$ cat config.mk
export PLATFORM = sky130hd
export DESIGN_NAME = tma_uop_gather
export DESIGN_NICKNAME = d
export VERILOG_FILES = /design/src/rtl/tma_uop_gather_pkg.sv /design/src/rtl/tma_leader_sel.sv /design/src/rtl/tma_uop_gather.sv
export SDC_FILE = /design/constraint.sdc
export NUM_CORES = 1
export LEC_CHECK = 0
export ABC_AREA = 1
export BUFFER_PORTS_ARGS = -buffer_cell sky130_fd_sc_hd__buf_2
export CELL_PAD_IN_SITES_DETAIL_PLACEMENT = 1
export CELL_PAD_IN_SITES_GLOBAL_PLACEMENT = 2
export CORE_AREA = 2 2 308 310
export CTS_CLUSTER_DIAMETER = 150
export DETAILED_ROUTE_END_ITERATION = 16
export DIE_AREA = 0 0 310 312
export GPL_TIMING_DRIVEN = 0
export MAX_ROUTING_LAYER = met4
export PLACE_DENSITY_LB_ADDON = 0.25
export SYNTH_ARGS = -nofsm -noshare
export SYNTH_HDL_FRONTEND = slang
export SYNTH_SLANG_ARGS = --single-unit
$ cat constraint.sdc
create_clock -name clk -period 26.6 [get_ports clk]
set_input_delay 1.33 -clock clk [delete_from_list [all_inputs] [get_ports clk]]
set_output_delay 1.33 -clock clk [all_outputs]
set_load 0.1 [all_outputs]
$ cat src/rtl/tma_uop_gather_pkg.sv
// Shared TMA launch uop encodings and per-warp gather context states.
package tma_uop_gather_pkg;

  localparam logic [2:0] TMA_OP_SETUP0  = 3'd0;
  localparam logic [2:0] TMA_OP_SETUP1  = 3'd1;
  localparam logic [2:0] TMA_OP_COORD01 = 3'd2;
  localparam logic [2:0] TMA_OP_COORD23 = 3'd3;
  localparam logic [2:0] TMA_OP_ISSUE   = 3'd4;

  localparam int TMA_NUM_COORDS = 5;

  // State encoding equals the op code each state is waiting for.
  typedef enum logic [2:0] {
    EXP_SETUP0 = 3'd0,
    EXP_SETUP1 = 3'd1,
    EXP_C01    = 3'd2,
    EXP_C23    = 3'd3,
    EXP_ISSUE  = 3'd4
  } tma_ctx_state_e;

  function automatic tma_ctx_state_e tma_next_exp(input tma_ctx_state_e s);
    case (s)
      EXP_SETUP0: tma_next_exp = EXP_SETUP1;
      EXP_SETUP1: tma_next_exp = EXP_C01;
      EXP_C01:    tma_next_exp = EXP_C23;
      EXP_C23:    tma_next_exp = EXP_ISSUE;
      default:    tma_next_exp = EXP_SETUP0;
    endcase
  endfunction

endpackage

$ cat src/rtl/tma_leader_sel.sv
// Picks the lowest active lane of a thread mask (lane 0 when empty) and
// returns that lane's rs1/rs2 words. Purely combinational.
module tma_leader_sel #(
  parameter int NUM_THREADS = 4,
  parameter int XLEN        = 32
) (
  input  logic [NUM_THREADS-1:0]      tmask,
  input  logic [NUM_THREADS*XLEN-1:0] rs1_data,
  input  logic [NUM_THREADS*XLEN-1:0] rs2_data,
  output logic [XLEN-1:0]             rs1,
  output logic [XLEN-1:0]             rs2
);

  logic found;

  always_comb begin
    found = 1'b0;
    rs1   = rs1_data[XLEN-1:0];
    rs2   = rs2_data[XLEN-1:0];
    for (int i = 0; i < NUM_THREADS; i++) begin
      if (tmask[i] && !found) begin
        found = 1'b1;
        rs1   = rs1_data[i*XLEN +: XLEN];
        rs2   = rs2_data[i*XLEN +: XLEN];
      end
    end
  end

endmodule

$ cat src/rtl/tma_uop_gather.sv
// Collects the five-uop TMA launch sequence per warp and emits one registered
// request on ISSUE (latency 1, single-entry output buffer, ISSUE stalls only).
module tma_uop_gather
  import tma_uop_gather_pkg::*;
#(
  parameter int NUM_WARPS   = 4,
  parameter int NUM_THREADS = 4,
  parameter int XLEN        = 32,
  parameter int UUID_WIDTH  = 44,
  localparam int WID_W      = (NUM_WARPS > 1) ? $clog2(NUM_WARPS) : 1
) (
  input  logic                           clk,
  input  logic                           reset,
  input  logic                           in_valid,
  output logic                           in_ready,
  input  logic [2:0]                     in_op,
  input  logic [WID_W-1:0]               in_wid,
  input  logic [NUM_THREADS-1:0]         in_tmask,
  input  logic [UUID_WIDTH-1:0]          in_uuid,
  input  logic [NUM_THREADS*XLEN-1:0]    in_rs1_data,
  input  logic [NUM_THREADS*XLEN-1:0]    in_rs2_data,
  output logic                           req_valid,
  input  logic                           req_ready,
  output logic [WID_W-1:0]               req_wid,
  output logic [NUM_THREADS-1:0]         req_tmask,
  output logic [UUID_WIDTH-1:0]          req_uuid,
  output logic [XLEN-1:0]                req_meta,
  output logic [XLEN-1:0]                req_smem_addr,
  output logic [TMA_NUM_COORDS*XLEN-1:0] req_coords,
  output logic [NUM_WARPS-1:0]           pending,
  output logic                           err_valid,
  output logic [WID_W-1:0]               err_wid
);

  typedef struct packed {
    logic [WID_W-1:0]                     wid;
    logic [NUM_THREADS-1:0]               tmask;
    logic [UUID_WIDTH-1:0]                uuid;
    logic [XLEN-1:0]                      meta;
    logic [XLEN-1:0]                      smem_addr;
    logic [TMA_NUM_COORDS-1:0][XLEN-1:0]  coords;
  } tma_req_t;

  tma_ctx_state_e       state_q [NUM_WARPS];
  tma_ctx_state_e       state_d [NUM_WARPS];
  tma_ctx_state_e       cur_state;
  logic [XLEN-1:0]      meta_q  [NUM_WARPS];
  logic [XLEN-1:0]      smem_q  [NUM_WARPS];
  logic [3:0][XLEN-1:0] coord_q [NUM_WARPS];
  tma_req_t             req_q;
  logic [XLEN-1:0]      lead_rs1, lead_rs2;
  logic                 accept, op_match, meta_bad, seq_ok, ctx_err, req_load;

  tma_leader_sel #(.NUM_THREADS(NUM_THREADS), .XLEN(XLEN)) u_leader (
    .tmask    (in_tmask),
    .rs1_data (in_rs1_data),
    .rs2_data (in_rs2_data),
    .rs1      (lead_rs1),
    .rs2      (lead_rs2)
  );

  assign cur_state = state_q[in_wid];
  assign in_ready  = (in_op != TMA_OP_ISSUE) || !req_valid || req_ready;
  assign accept    = in_valid && in_ready;
  assign op_match  = (in_op == cur_state);
  assign meta_bad  = (in_op == TMA_OP_SETUP1) && (lead_rs2 != meta_q[in_wid]);
  assign seq_ok    = op_match && !meta_bad;

  always_ff @(posedge clk or negedge reset) begin
    if (!reset) begin
      for (int w = 0; w < NUM_WARPS; w++) state_q[w] <= EXP_SETUP0;
    end else begin
      for (int w = 0; w < NUM_WARPS; w++) state_q[w] <= state_d[w];
    end
  end

  // An out-of-order SETUP0 is treated as the start of a new sequence.
  always_comb begin
    for (int w = 0; w < NUM_WARPS; w++) state_d[w] = state_q[w];
    if (accept) begin
      if (seq_ok)                          state_d[in_wid] = tma_next_exp(cur_state);
      else if (in_op == TMA_OP_SETUP0)     state_d[in_wid] = EXP_SETUP1;
      else                                 state_d[in_wid] = EXP_SETUP0;
    end
  end

  always_comb begin
    ctx_err  = accept && !seq_ok;
    req_load = accept && seq_ok && (in_op == TMA_OP_ISSUE);
    for (int w = 0; w < NUM_WARPS; w++) pending[w] = (state_q[w] != EXP_SETUP0);
  end

  always_ff @(posedge clk or negedge reset) begin
    if (!reset) begin
      req_valid <= 1'b0;
      err_valid <= 1'b0;
    end else begin
      req_valid <= req_load || (req_valid && !req_ready);
      err_valid <= ctx_err;
    end
  end

  // Stale data from an aborted sequence is always overwritten before reuse.
  always_ff @(posedge clk) begin
    if (accept) begin
      case (in_op)
        TMA_OP_SETUP0:  meta_q[in_wid] <= lead_rs1;
        TMA_OP_SETUP1:  smem_q[in_wid] <= lead_rs1;
        TMA_OP_COORD01: begin
          coord_q[in_wid][0] <= lead_rs1;
          coord_q[in_wid][1] <= lead_rs2;
        end
        TMA_OP_COORD23: begin
          coord_q[in_wid][2] <= lead_rs1;
          coord_q[in_wid][3] <= lead_rs2;
        end
        default: ;
      endcase
    end
    if (req_load) begin
      req_q.wid       <= in_wid;
      req_q.tmask     <= in_tmask;
      req_q.uuid      <= in_uuid;
      req_q.meta      <= meta_q[in_wid];
      req_q.smem_addr <= smem_q[in_wid];
      req_q.coords    <= {lead_rs1, coord_q[in_wid]};
    end
    if (ctx_err) err_wid <= in_wid;
  end

  assign req_wid       = req_q.wid;
  assign req_tmask     = req_q.tmask;
  assign req_uuid      = req_q.uuid;
  assign req_meta      = req_q.meta;
  assign req_smem_addr = req_q.smem_addr;
  assign req_coords    = req_q.coords;

endmodule
After elaboration in Yosys (flattened, before gate mapping)
Memories as Yosys holds them, arrays and structs flattened. A register that Yosys moved wholly into a read port is not among the register bits.
Index checks and enable logic that the tools add are counted.
{ "totals": {"regBits": 130, "latchBits": 0, "mem_bits_rw": 768, "romBits": 0, "inputBits": 313, "out_inout_bits": 283, "wordCells": 92, "memories": 3} }
{ "memory_table": {"columns": ["name", "depth", "width", "read_ports", "rd_clocked_by_memory_dff", "wr", "line_no", "source"], "rows": [
  ["coord_q", 4, 128, 1, 1, 1, "tma_uop_gather.sv:49", "logic [3:0][XLEN-1:0] coord_q [NUM_WARPS];"],
  ["meta_q", 4, 32, 1, 0, 1, "tma_uop_gather.sv:47", "logic [XLEN-1:0] meta_q [NUM_WARPS];"],
  ["smem_q", 4, 32, 1, 1, 1, "tma_uop_gather.sv:48", "logic [XLEN-1:0] smem_q [NUM_WARPS];"]
]} }
{ "op_classes": {"add_sub_neg": 0, "n_mul": 0, "n_div": 0, "order_cmp": 2, "eq_ne": 10, "n_shift": 0, "n_mux": 32, "n_bitwise": 6, "reduce_logical": 27} }
{ "op_table": {"columns": ["cell", "n"], "rows": [
  ["32-bit two-way mux", 6],
  ["32-bit != test", 1],
  ["12-bit two-way mux", 2],
  ["1-bit two-way mux", 15],
  ["3-bit two-way mux", 5],
  ["12-bit bitwise AND", 1],
  ["12-bit bitwise mux", 1],
  ["3-bit by 2-bit == test with 1-bit output, second input constant", 4],
  ["12-bit NOT", 1],
  ["3-bit case mux with 4 select lines", 1],
  ["3-bit nonzero test", 4],
  ["1-bit logical AND", 11],
  ["8-bit bitwise AND", 1],
  ["8-bit NOT", 1],
  ["1-bit zero test", 7],
  ["3-bit binary-select mux with 2-bit select", 1],
  ["3-bit demux with 2-bit select", 1],
  ["3-bit by 1-bit == test with 1-bit output, second input constant", 2],
  ["3-bit zero test", 2],
  ["4-bit bitwise OR", 1],
  ["3-bit == test", 1],
  ["3-bit == test, second input constant", 1],
  ["3-bit >= comparator, second input constant", 1],
  ["1-bit logical OR", 3],
  ["other kinds (3)", 3]
]} }

Logic depth before layout (Yosys ltp)
Gate-level depths: netlist of run 1.
{ "logic_depth": {"ltp_word": 18, "depth_mapped": 22, "ltp_nobuf": 21} }

Cells and area by module
From an unflattened synthesis of run 1, not the netlist that was laid out.
{ "unflattened": {"hier_cells": 2906, "hier_area_um2": 40517.6} }
{ "modules_own_cells": {"columns": ["module", "instances", "cells_per_inst", "area_each_um2", "seq_area_each_um2"], "rows": [
  ["tma_uop_gather", 1, 2278, 37609.8, 31700.4],
  ["tma_leader_sel", 1, 628, 2907.8, 0.0]
]} }

Worst setup path before layout of run 1
Ideal clock, no wire load.
{ "synth_timing": {"path_type": "input to register", "start": "input port in_tmask[2]", "end": "register, netlist name req_coords[0]", "setup_time_ps": 914, "t_arrival_ps": 14202, "t_required_ps": 25686, "setup_slack_ps": 11484, "path_stages": 17, "path_buffers": 3, "cell_sequence": "buf_2 nor2_1 nand2_4 buf_2 buf_2 nand3_1 nand2_1 nand2_1 nand2_1 nand2_1 nor2_1 nand2_1 nor2_1 nand2_1 nand2_4 nand2_4 nor2_1"} }
{ "synth_via": {"elab_chain_len": 11, "elab_cells_between_ends": 12, "classes_between": "eq/ne (1); mux (3); reduce/logical (8)"} }
{ "synth_rtl": {"columns": ["item", "line_no", "source"], "rows": [
  ["start: declaration", "tma_uop_gather.sv:18", "input logic [NUM_THREADS-1:0] in_tmask,"],
  ["1-bit logical AND (*)", "tma_leader_sel.sv:21", "if (tmask[i] && !found) begin"],
  ["1-bit two-way mux", "tma_leader_sel.sv:21", null],
  ["1-bit zero test", "tma_leader_sel.sv:21", null],
  ["1-bit logical AND", "tma_leader_sel.sv:21", null],
  ["32-bit two-way mux (*)", "tma_leader_sel.sv:21", null],
  ["net lead_rs2[10]", "tma_uop_gather.sv:51", "logic [XLEN-1:0] lead_rs1, lead_rs2;"],
  ["32-bit != test (*)", "tma_uop_gather.sv:66", "assign meta_bad = (in_op == TMA_OP_SETUP1) && (lead_rs2 != meta_q[in_wid]);"],
  ["1-bit logical AND (*)", "tma_uop_gather.sv:66", null],
  ["1-bit zero test (*)", "tma_uop_gather.sv:67", "assign seq_ok = op_match && !meta_bad;"],
  ["1-bit logical AND (*)", "tma_uop_gather.sv:67", null],
  ["1-bit logical AND (*) (2 in series)", "tma_uop_gather.sv:89", "req_load = accept && seq_ok && (in_op == TMA_OP_ISSUE);"],
  ["net req_load", "tma_uop_gather.sv:52", "logic accept, op_match, meta_bad, seq_ok, ctx_err, req_load;"]
]} }
The timed path passes the listed nets; every way through them passes the cells marked *.
A chain may end at the register's enable or synchronous reset.

Worst setup path in the final report of run 1
{ "layout_timing": {"start": "input port in_wid[1]", "end": "register, netlist name req_coords[108]"} }
{ "layout_via": {"elab_chain_len": 8, "elab_cells_between_ends": 12, "classes_between": "eq/ne (2); mux (3); bitwise (1); reduce/logical (5); memory (1)"} }
{ "layout_rtl": {"columns": ["item", "line_no", "source"], "rows": [
  ["start: declaration", "tma_uop_gather.sv:17", "input logic [WID_W-1:0] in_wid,"],
  ["parallel branches: the longest is 5 deep, another holds memory read 4 x 32 bit", null, null],
  ["1-bit logical AND (*)", "tma_uop_gather.sv:67", null],
  ["1-bit logical AND (*) (2 in series)", "tma_uop_gather.sv:89", null],
  ["net req_load", "tma_uop_gather.sv:52", null]
]} }
Mark *: on every way through the listed nets, which the timed path passes. The select of a mux whose other input is x is not followed.

==> run metrics, run 1 <==
Synth Area in XOR/XNOR=0.0660%; DR vias=25.9k; largest family of logic cells by synthesized area=simple AND/OR/NAND/NOR gates; fin cells=4,865; CTS tree=built; logic gate share of total power=8.2%; dpl cells=4,661; Final Slew Violations=0; Switch Pwr=0.861 mW; I/O pins=596; leakage power=18.4 nW; Yosys reg bits=1,058; Nets=3,831; row cnt=112; WHS=0.503 ns; Post-Synthesis Net Count=3,067; Worst-Margin Slew=1.24 ns; Sequential Power Share=52.2%; Pre-Repair DR Iteration Count=5; Die ar.=96,700 µm²; Crit Path Max Fanout=37; Final min period=5.30 ns; final setup margin=21.30 ns; Vias/cell=5.31; Hold-fix buffers, CTS=0; Worst-Skew Late Latency=0.69 ns; most common cell after layout, fill and taps aside=edfxtp_1; Yosys top cell area share=78.7%; GRT overflow=0; largest net degree at the start of global routing=41; CTS H-tree depth=3; Routed WL=129 mm; Switching Fraction=23.8%; DP Worst Slack=20.56 ns; sequential share of the synthesized area=79.6%; Setup Fix Bufs, Post-CTS=0; Post-Syn Area per Cell=14.5 µm²; Post-Syn Area=39,800 µm²; vias in the first global route=27.5k; antenna-violating nets left=0; max cap viols=0; DIE WIDTH=310 µm; clk buf depth=3; CP required=26.97 ns; Clk pwr share=39.5%; first-pass GRT wire length=185 mm; cell area power density=73.6 nW/µm²; clock sinks=1,058; HP Class=reg -> reg; Slew headroom=17.5%; total clock buffers created by CTS=109; proportion of layout cells with a drive suffix above 1=25.2%; Avg WL per Cell=26.5 µm; post-synth cell types=36; Final setup violation count=0; Detailed Route Iter0 Violations=2,231; Synth area leaders=edfxtp_1 (79%), nand2_1 (5.8%), a22oi_1 (5.1%), nand3_1 (2.3%), inv_1 (1.8%); adder and majority gate portion of the synthesized area=0%; Simple-Gate Fraction of Synth Area=10.4%; clock skew=0.0348 ns; initial antenna violation count=9; Worst Path Arrival=5.67 ns; Yosys Warn Count=0; Fmax achieved=189 MHz; multiplexer share of the synthesized area=0%; starting density of the core=42.8%; final hold violations=0; Area Growth Syn to Fin=23.1%; Die Ht=312 µm; Post-DP HPWL=93.8 mm; DRC=0; RSZ-0062 raised after global routing=no; Buffers on Ports=595; core area=93,000 µm²; clock-pin slew on the worst setup and hold paths=0.06 ns; root buf cell=clkbuf_16; critical path type=in -> reg; critical path launch point type=input pin; fin crit share=19.9%; status=completed; Syn Inst Count=2,754; Synth Area in Compound Gates=6.77%; Total GRT Usage=27.3%; most frequent cells in the layout=edfxtp_1 (1,044), buf_2 (625), nand2_1 (616); global placer's final weighted congestion=0.892; internal power=2.75 mW; FF-to-FF setup slack=22.83 ns; post-synth top area cell=edfxtp_1; setup_tns=0 ns; post-CTS sizing=0; CP Capture Type=flop; worst vdd ir=0.0494 mV
## layer usage
metal  GRT usage [%]  vias up  part of all wire, %  wire length, µm
li1                -    11595                    -                -
met1            34.3    13263                   40            52100
met2            46.1      817                   51            66300
met3            3.80      175                  5.4             6930
met4            8.29        0                  2.9             3700
met5               -        -                    0                0
## state kept, by name, indices dropped and copies added, names as in the netlist, named ones only
| register | count |
|---|---|
| req_wid | 2 |
| state_q | 8 |
| err_valid | 1 |
| err_wid | 2 |
| req_smem_addr | 32 |
| req_uuid | 44 |
| req_valid | 1 |
| req_tmask | 4 |
| req_meta | 32 |
| smem_q | 128 |
| coord_q | 512 |
| req_coords | 160 |
| meta_q | 128 |
## worst max-delay path, stage by stage
cell,delay (ns)
buf_2,0.11
buf_4,0.19
inv_2,0.07
nor2_2,0.92
nand2_1,0.14
nand4_1,0.30
inv_1,0.09
nand2_1,0.08
nand2_1,0.05
inv_1,0.05
nand2_1,0.06
nor2_1,0.08
nand2_1,0.11
nor2_1,0.21
nand2_1,0.18
nand2_4,0.17
nand2_4,0.11
nor2_4,0.56
buf_12,0.28
buf_12,0.24
buf_12,0.23
## worst paths after layout
kind,start,end,cells past startpoint
max reg2reg,meta_q[0][15],req_coords[108],17
min,flop,flop,2
min reg2reg,flop,flop,2
max,in_wid[1],req_coords[108],21
max in group asynchronous,reset,err_valid,1
min in group asynchronous,reset,state_q[5],1
## area by class of cell
cell class                 instances  area (µm²)
fill                            9445       44000
antenna                            6        15.0
sequential                      1058       31700
timing repair buffer             653        4090
buffer                           124         529
multi-input combinational       1378        7110
inverter                         194         728
clock buffer                     141        2850
tap                             1254        1570
clock inverter                    57         433
## Yosys cell counts, drive strengths merged
cell type / instances
a21boi: 6
a21oi: 3
a22oi: 274
buf: 43
clkbuf: 81
clkinv: 3
dfrtp: 14
edfxtp: 1044
inv: 191
nand2: 624
nand2b: 1
nand3: 182
nand3b: 3
nand4: 6
nor2: 126
nor3: 5
o21ai: 89
o221ai: 3
o22a: 1
o22ai: 14
or2: 38
xor2: 3
## kinds of logic (layout without fill, tap and decap cells)
family                 after synthesis  count (layout)
buffers and inverters              318            1169
XOR/XNOR                             3               3
other                                0               6
flip-flops                        1058            1058
AO/OA/AOI/OAI                      390             390
AND/OR/NAND/NOR                    985             985
## stage by stage
step / instance area (µm²) / utilization (%) / power [mW]
6_report: 49000 / 52.7 / 3.61
5_1_grt: 49000 / 52.7 / 3.72
4_1_cts: 49000 / 52.7 / 3.64
3_5_place_dp: 45700 / 49.1 / 2.22
3_3_place_gp: 44400 / 47.7 / 2.19
2_1_floorplan: 39800 / - / 2.06
## power groups by stage
stage               registers, mW  logic, mW  clock network, mW
floorplan                    1.94      0.123                  0
global placement             1.93      0.265                  0
detailed placement           1.92      0.298                  0
CTS                          1.89      0.299               1.45
global route                 1.89      0.319               1.51
finish                       1.89      0.297               1.43
Power figures use the tool's default switching activity.
==> inputs of run 2 (changes only) <==
Settings changed: CORE_AREA 2 2 308 310 to 2 2 336 338, DIE_AREA 0 0 310 312 to 0 0 338 340.
Clock period 26.6 ns to 4.3 ns, I/O delays scaled along.
==> run metrics, run 2 (same netlist as run 1, synthesis figures left out) <==
first-pass GRT wire length=188 mm (+1.6%); DRC=0 (unchanged); vias in the first global route=26.7k (-2.9%); clock sinks=1,058 (unchanged); overall power=23.1 mW (+540%); fin crit share=88.8%; Final Slew Violations=0 (unchanged); Die Ht=340 µm (+9.0%); Pre-Repair DR Iteration Count=6 (+1); Die ar.=115,000 µm² (+19%); Final min period=3.82 ns; RSZ-0062 raised after global routing=no; Worst-Margin Slew=1.17 ns (-0.0616 ns); Detailed Route Iter0 Violations=2,017 (-9.6%); clock-pin slew on the worst setup and hold paths=0.06 ns (about the same); max cap viols=0 (unchanged); CP required=4.71 ns (-22.26 ns); cell area power density=456 nW/µm² (+520%); Post-DP HPWL=95.2 mm (+1.4%); I/O pins=596 (unchanged); Nets=3,914 (+2.2%); largest register by flop count=coord_q; antenna-violating nets left=0 (unchanged); status=completed; core area=112,000 µm² (+20%); starting density of the core=35.7% (-7.1 points); final hold violations=0 (unchanged); proportion of layout cells with a drive suffix above 1=25.8% (+0.60 points); Register-to-Register Path Depth=20 (+3); Buffers on Ports=595 (unchanged); DR vias=25.8k (-0.22%); FF-to-FF setup slack=0.52 ns (-22.31 ns); clk buf depth=3 (unchanged); worst vdd ir=0.339 mV (+590%); WHS=0.0389 ns (-0.464 ns); row cnt=123 (+9.8%); Hold Path Depth=3 (+1); CTS tree=built; critical path type=in -> reg; Vias/cell=4.96 (-6.7%); Slew headroom=21.7% (+4.2 points); RR Startpoint=meta_q[2][8]; DIE WIDTH=338 µm (+9.0%); GRT overflow=0 (unchanged); Final setup violation count=0 (unchanged); RR Endpoint=req_coords[55]; Crit Path Max Fanout=26 (-30%); critical path launch point type=input pin; clock skew=0.0549 ns (+0.0202 ns); Critical Path Sink=req_coords[55]; global placer's final weighted congestion=0.824 (-7.6%); largest net degree at the start of global routing=36 (-12%); critical path startpoint=in_tmask[1]; most frequent cells in the layout=edfxtp_1 (1,044), buf_2 (614), nand2_1 (609); Routed WL=133 mm (+2.7%); max FFs per register=512 (unchanged); CP Capture Type=flop; dpl cells=4,914 (+5.4%); CTS H-tree depth=3 (unchanged); Fmax achieved=262 MHz; fin cells=5,205 (+7.0%); Avg WL per Cell=25.5 µm (-4.0%); leakage power=19.0 nW (+3.4%); HP Class=in -> reg; Worst-Skew Late Latency=0.73 ns (+0.04 ns); root buf cell=clkbuf_16; Area Growth Syn to Fin=27.5%; Total GRT Usage=23.6% (-3.7 points); Worst Path Arrival=4.23 ns (-1.44 ns); initial antenna violation count=14 (+5); total clock buffers created by CTS=112 (+2.8%); most common cell after layout, fill and taps aside=edfxtp_1
-- run 2: cell types whose count changed in the layout (fill, tap and decap cells not counted), sizes merged --
cell,previous run,this run
clkinvlp,6,5
bufinv,4,9
clkbuf,222,214
dlygate4sd3,0,72
inv,195,196
buf,696,704
clkinv,46,63
-- run 2: worst min path at each step --
stage,startpoint,endpoint,slack (ns)
after floorplan,reset,asynchronous set/reset pin,-0.08
after global placement,reset,err_valid,0.15
after detailed placement,reset,err_valid,0.15
after CTS,in_rs2_data[110],coord_q[2][46],0.002
after global routing,in_rs1_data[105],meta_q[2][9],0.004
final,in_rs1_data[105],meta_q[2][9],0.04
-- run 2: layer usage --
layer,global-route usage [%],routed length [µm],vias up
met5,-,0,-
met2,38.5,65300,806
met1,30.0,55200,13042
met4,7.96,4240,0
li1,-,-,11766
met3,3.93,7780,178
-- run 2: power breakdown --
part           leakage (nW)  switching, mW  internal [mW]  total, mW
Sequential             9.54         0.0355           11.6       11.7
Combinational          7.71           1.39          0.544       1.94
Clock                  1.75           4.17           5.36       9.52
-- run 2: timing repair --
| action | CTS | global route |
|---|---|---|
| pin swaps | 0 | 1 |
| resized for setup | 2 | 0 |
| hold buffers | 72 | 0 |
| setup buffers | 0 | 1 |
| endpoints found under the hold margin | 156 | 0 |
| setup endpoints to repair | 25 | 25 |
-- run 2: final cells by class --
class	count	area [µm²]
flip-flops and latches	1058	31700
multi-input cells	1378	7230
well taps	1500	1880
inverters	194	731
clock buffers	133	2880
diodes	6	15.0
repair buffers	733	4990
clock inverters	79	734
fillers	11298	60800
plain buffers	124	606
-- run 2: through the flow --
stage	worst slack (ns)	utilization (%)	area, µm²	setup TNS [ns]
floorplan	-1.82	-	40000	-498.93
global placement	-5.80	40.2	44900	-2577.61
detailed placement	-0.918	41.6	46400	-84.53
CTS	0.0689	45.5	50700	0
global route	0.102	45.5	50800	0
finish	0.479	45.5	50800	0
-- run 2: worst max-delay path, cell delays in order --
cell and delay, ns:
buf_2 0.15, inv_1 0.08, nor2_4 0.24, buf_2 0.43
nand2_1 0.11, nand3_1 0.08, nand3_1 0.11, nand2_1 0.31
nand2_1 0.09, nand2_1 0.08, nand2_1 0.09, nor2_1 0.12
nand2_1 0.09, nor2_1 0.11, nand2_1 0.17, nand2_4 0.18
nand2_4 0.10, nor2_4 0.16, buf_16 0.18, buf_12 0.20
buf_12 0.22, buf_12 0.21, buf_12 0.20, buf_12 0.20
